==> src/rtl/reg_scoreboard.sv <==
// GPR write scoreboard: tracks in-flight writes per register and stalls decode
// on read-after-write hazards or when a register's pending count is saturated.
module reg_scoreboard #(
  parameter int unsigned MAX_PEND = 3
) (
  input  logic       Clock,
  input  logic       Reset,
  input  logic       Issue,
  input  logic       IssueWrite,
  input  logic [4:0] IssueWA,
  input  logic [4:0] RA1,
  input  logic [4:0] RA2,
  input  logic       Use1,
  input  logic       Use2,
  input  logic       Retire,
  input  logic [4:0] RetireWA,
  output logic       Stall,
  output logic [6:0] InFlight,
  output logic       Error
);

  localparam int unsigned NREG = 32;
  localparam int unsigned AW   = 5;
  localparam int unsigned CW   = 2;
  localparam int unsigned IFW  = 7;
  localparam logic [CW-1:0] PEND_MAX = CW'(MAX_PEND);

  logic [CW-1:0]  pend   [NREG];
  logic [CW-1:0]  pend_d [NREG];
  logic [IFW-1:0] in_flight_d;

  logic [CW-1:0] pend_ra1;
  logic [CW-1:0] pend_ra2;
  logic [CW-1:0] pend_iwa;
  logic [CW-1:0] pend_rwa;

  logic issue_ok;
  logic inc;
  logic ret_valid;
  logic dec;
  logic ret_err;

  // Register 0 is hardwired: its count always reads as zero.
  assign pend_ra1 = (RA1      == '0) ? '0 : pend[RA1];
  assign pend_ra2 = (RA2      == '0) ? '0 : pend[RA2];
  assign pend_iwa = (IssueWA  == '0) ? '0 : pend[IssueWA];
  assign pend_rwa = (RetireWA == '0) ? '0 : pend[RetireWA];

  // Same-cycle retire does not unmask: the regfile only commits on the edge.
  assign Stall = (Use1 && (pend_ra1 != '0))
               | (Use2 && (pend_ra2 != '0))
               | (IssueWrite && (IssueWA != '0) && (pend_iwa == PEND_MAX));

  assign issue_ok  = Issue && !Stall;
  assign inc       = issue_ok && IssueWrite && (IssueWA != '0);
  assign ret_valid = Retire && (RetireWA != '0);
  assign dec       = ret_valid && (pend_rwa != '0);
  assign ret_err   = ret_valid && (pend_rwa == '0);

  // Next-state counters; an issue and retire to one register cancel out.
  always_comb begin
    pend_d[0]   = '0;
    in_flight_d = InFlight;
    for (int r = 1; r < NREG; r++) begin
      pend_d[r] = pend[r];
      if (inc && (IssueWA == AW'(r))) pend_d[r] = pend_d[r] + CW'(1);
      if (dec && (RetireWA == AW'(r))) pend_d[r] = pend_d[r] - CW'(1);
    end
    if (inc && !dec) in_flight_d = InFlight + IFW'(1);
    else if (dec && !inc) in_flight_d = InFlight - IFW'(1);
  end

  always_ff @(posedge Clock or posedge Reset) begin
    if (Reset) begin
      for (int r = 0; r < NREG; r++) pend[r] <= '0;
      InFlight <= '0;
      Error    <= 1'b0;
    end else begin
      for (int r = 0; r < NREG; r++) pend[r] <= pend_d[r];
      InFlight <= in_flight_d;
      Error    <= Error | ret_err;
    end
  end

endmodule
==> config.mk <==
export PLATFORM = sky130hd
export DESIGN_NAME = reg_scoreboard
export DESIGN_NICKNAME = d
export VERILOG_FILES = /design/src/rtl/reg_scoreboard.sv
export SDC_FILE = /design/constraint.sdc
export NUM_CORES = 1
export LEC_CHECK = 0
export ABC_AREA = 0
export BUFFER_PORTS_ARGS = -buffer_cell sky130_fd_sc_hd__buf_2
export CAP_MARGIN = 0
export CORE_MARGIN = 8
export CORE_UTILIZATION = 50
export CTS_BUF_LIST = sky130_fd_sc_hd__clkbuf_8
export CTS_CLUSTER_SIZE = 20
export DETAILED_ROUTE_END_ITERATION = 16
export PLACE_DENSITY = 0.68
export SYNTH_ARGS = -nofsm -noshare
export SYNTH_HDL_FRONTEND = slang
export SYNTH_SLANG_ARGS = --single-unit
==> constraint.sdc <==
create_clock -name Clock -period 4.5 [get_ports Clock]
set_input_delay 0.225 -clock Clock [delete_from_list [all_inputs] [get_ports Clock]]
set_output_delay 0.225 -clock Clock [all_outputs]
set_load 0.1 [all_outputs]
==> run_results.csv <==
group,metric,value,unit
run_status,status,"finished clean",
layout,fillers,1048,
detailed_routing,vias_per_cell,6.90,
worst_setup_path,endpoint_kind,"register",
layout,fin_nets,739,
floorplanning,io_pins,36,
worst_setup_path,critPathKind,"reg2reg",
detailed_routing,drtIter0Drc,775,
floorplanning,die-width,125,um
pwr,power_per_cell_area,503,mW/mm^2
layout,post-route-cell-area,0.00645,sq mm
cts,cts_max_level,3,
timing,post-route-period-util,93.7,%
synthesis,synth.area.top_cells,"dfrtp_1 30%, mux4_2 7.6%, xnor2_1 7.3%",
synthesis,avgSynthCellArea,8.73,sq um
cts,clock_tree.root_cell,"clkbuf_8",
synthesis,yosysTopAreaCell,"dfrtp_1",
cts,clock_latency,380,ps
grt,grt_pass1_vias,5820,
run,maxCapViolCount,0,
pwr,p_switching,0.00159,W
grt,grt_max_degree,40,
synthesis,synth-seq-cells,70,
worst_setup_path,critPathMaxFanout,6,
worst_setup_path,crit_buf_inv,1,
worst_setup_path,cp.required,4760,ps
synthesis,syn-num-nets,711,
floorplanning,core_area,0.0115,sq mm
place,port_buffers,35,
grt,antenna_found_initial,0,
cts,cts-buffers-inserted,9,
place,gp_congestion,0.952,
grt,grt_remaining_overflow,0,
synthesis,postSynthCellCount,677,
detailed_routing,via_count,5885,
pwr,pwr-share-clk,15.3,%
pwr,p_leak,2.49,nW
floorplanning,rows,39,
cts,cts_tree,"built",
synthesis,synth-edff-count,0,
layout,final_cell_count_no_fill,853,
synthesis,ys_dominant_reg_cell,"dfrtp_1",
cts,clkTransAtPathRegs,80,ps
grt,grtUsageTotal,26.5,%
floorplanning,initial_core_util,51.5,%
pwr,p_int,0.00166,W
detailed_routing,wl,21.0,mm
synthesis,synth.cell_area,0.00591,sq mm
timing,period_needed,4220,ps
timing,setup_viol,0,
cts,cts_sinks,70,
worst_setup_path,worstPathArrival,4480,ps
place,place_inst,836,
synthesis,ys_seq_area_share,29.6,%
pwr,ir_drop,0.506,mV
worst_setup_path,cp_cell_sequence,"nor2_1 > mux4_2 > nor3_1 > or4_4 > nor2_1 > o211ai_1 > nor3_2 > ha_2 > inv_2 > ha_1 > a21oi_2 > nor2_1 > nor2_1 > o21bai_1 > a21oi_1 > xnor2_1 > nor2_1 > xor2_1",
synthesis,yosys_warnings,0,
worst_setup_path,cpPeakStageDelay,580,ps
pwr,combPwrFrac,51.4,%
timing,tightest_slew,914,ps
worst_setup_path,reg2reg_depth,18,
worst_setup_path,cp.depth,18,
timing,grt_setup_unrepaired,"false",
detailed_routing,wl_per_cell,24.6,um
worst_setup_path,critPathTopFamily,"simple AND/OR/NAND/NOR gates",
timing,final-hold-violation-count,0,
worst_setup_path,critPathLaunchType,"register",
worst_setup_path,rrSetupSlack,280,ps
floorplanning,dieHeight,125,um
cts,clockBufferDepth,2,
worst_hold_path,hold_path_depth,2,
worst_hold_path,hold_path.class,"in2reg",
layout,drive_gt1_share,18.0,%
place,postPlaceCellArea,0.00625,sq mm
pwr,seq_power_share,33.4,%
synthesis,synth_top_area_share,29.6,%
grt,grt_pass1_wl,32.8,mm
place,dpl.hpwl,15.5,mm
detailed_routing,drtPass1Iterations,5,
floorplanning,die-area,0.0156,sq mm
synthesis,async_reset_ff_share,100,%
timing,max_freq,237,MHz
synthesis,synth_cell_types,72,
layout,area_delta_synth_final,9.19,%
pwr,netSwitchingFraction,49.0,%
detailed_routing,drc,0,
detailed_routing,postRouteAntennaNets,0,
timing,max_slew_margin,38.6,%
worst_setup_path,cpMostUsedCell,"nor2_1",
worst_setup_path,crit_slowest_cell,"or4_4",
timing,finClkSkew,9.64,ps
timing,drv_slew,0,
layout,n_antenna_cell,0,
## layer usage
metal / vias up / track usage [%] / wire, um
met5: - / 0 / 0
met4: 0 / 9.36 / 522
met3: 46 / 8.30 / 2430
met2: 355 / 40.1 / 9320
met1: 2907 / 34.8 / 8720
li1: 2577 / - / -
## power by group through the flow
| stage | clock network [W] | logic (W) | registers, W |
|---|---|---|---|
| 2_1_floorplan | 0 | 0.00102 | 0.00123 |
| 3_3_place_gp | 0 | 0.00159 | 0.00107 |
| 3_5_place_dp | 0 | 0.00162 | 0.00108 |
| 4_1_cts | 0.000501 | 0.00163 | 0.00107 |
| 5_1_grt | 0.000526 | 0.00178 | 0.00111 |
| 6_report | 0.000496 | 0.00167 | 0.00108 |
## kinds of logic (layout without fill, tap and decap cells)
logic type | after synthesis | count (layout) | synth area share, %
xor gates and xnor gates | 69 | 69 | 10.2
muxes | 41 | 41 | 12.2
buffers and inverters | 59 | 92 | 4.24
DFF | 70 | 70 | 29.6
adders and majority gates | 7 | 7 | 1.61
and+or+nand+nor | 314 | 314 | 27.6
AOI/OAI and AO/OA | 117 | 117 | 14.4
## cells in the final DEF, fill, tap and decap left out, types with 4 or more instances in the layout
master,instances
clkbuf_8,10
buf_2,35
inv_1,18
xnor2_1,49
nor2_1,79
nor4_1,10
a41oi_1,5
nor3_1,46
xor2_1,20
or3_1,5
o21a_1,8
ha_1,5
nand3_1,36
and3_1,11
buf_4,20
a31oi_1,7
a211oi_1,9
nand4_1,26
or2_2,4
mux4_2,23
o21bai_1,4
o22ai_1,4
dfrtp_1,69
and2_1,5
o21ai_0,14
nand2b_1,8
nand2_1,47
a21boi_0,8
nor3b_1,4
a21oi_1,19
nor2b_1,8
a41o_1,5
mux2_2,10
mux2i_1,8
## registers in the layout, indices dropped and copies added, names as in the netlist
name / cells
InFlight: 7
pend: 62
Error: 1
## synth_stat cells (4+ instances only)
library cell / number
nand2_1: 47
o21a_1: 8
or2_2: 4
o22ai_1: 4
a21oi_1: 21
clkbuf_1: 25
and2_1: 5
a21boi_0: 8
ha_1: 6
mux2_2: 10
nor4_1: 10
mux4_2: 20
mux2i_1: 8
nor3_1: 47
or3_1: 5
nand3_1: 36
nor3b_1: 4
buf_2: 9
dfrtp_1: 70
o21ai_0: 14
a41o_1: 5
and3_1: 11
nand4_1: 26
a31oi_1: 7
nand2b_1: 8
nor2_1: 79
xor2_1: 20
inv_1: 19
nor2b_1: 8
a41oi_1: 5
o21bai_1: 4
a211oi_1: 9
xnor2_1: 49
## worst reg2reg max path, cell delays in order (launching register included)
cell,delay (ps)
dfrtp_1,440
nor2_1,360
mux4_2,330
nor3_1,40
or4_4,580
nor2_1,170
o211ai_1,150
nor3_2,340
ha_2,270
inv_2,90
ha_1,350
a21oi_2,150
nor2_1,50
nor2_1,180
o21bai_1,90
a21oi_1,160
xnor2_1,130
nor2_1,70
xor2_1,150
## stage by stage
step	setup TNS, ps	power (W)	util, %	hold slack [ps]	worst slack (ps)
finish	0	0.00325	56.3	208	281
global route	0	0.00342	56.3	215	4.37
CTS	0	0.00321	56.1	195	192
detailed placement	0	0.00270	54.5	381	161
global placement	0	0.00266	54.5	373	261
floorplan	-531	0.00225	-	377	-375
## worst paths after layout
| kind | startpoint | to |
|---|---|---|
| max reg2reg | pend[6] | InFlight[6] |
| min reg2reg | InFlight[6] | InFlight[6] |
| min in group asynchronous | Reset | Error |
| max in group asynchronous | Reset | pend[15] |
| min | Retire | Error |
| max | pend[6] | InFlight[6] |
## layout make-up
type,count,area [sq um],share of cell area [%]
Sequential cell,70,1750,27.2
Clock buffer,10,138,2.13
Timing Repair Buffer,56,335,5.20
Inverter,20,76.3,1.18
Clock inverter,6,37.5,0.582
Tap cell,143,179,2.77
Multi-Input combinational cell,548,3930,61.0
## timing repair
item,in CTS,in global routing
endpoints found under the setup margin,0,1
gates resized for setup,0,3
endpoints found under the hold margin,31,0
hold buffers,1,0
setup buffers,0,0
Power figures use the tool's default switching activity.
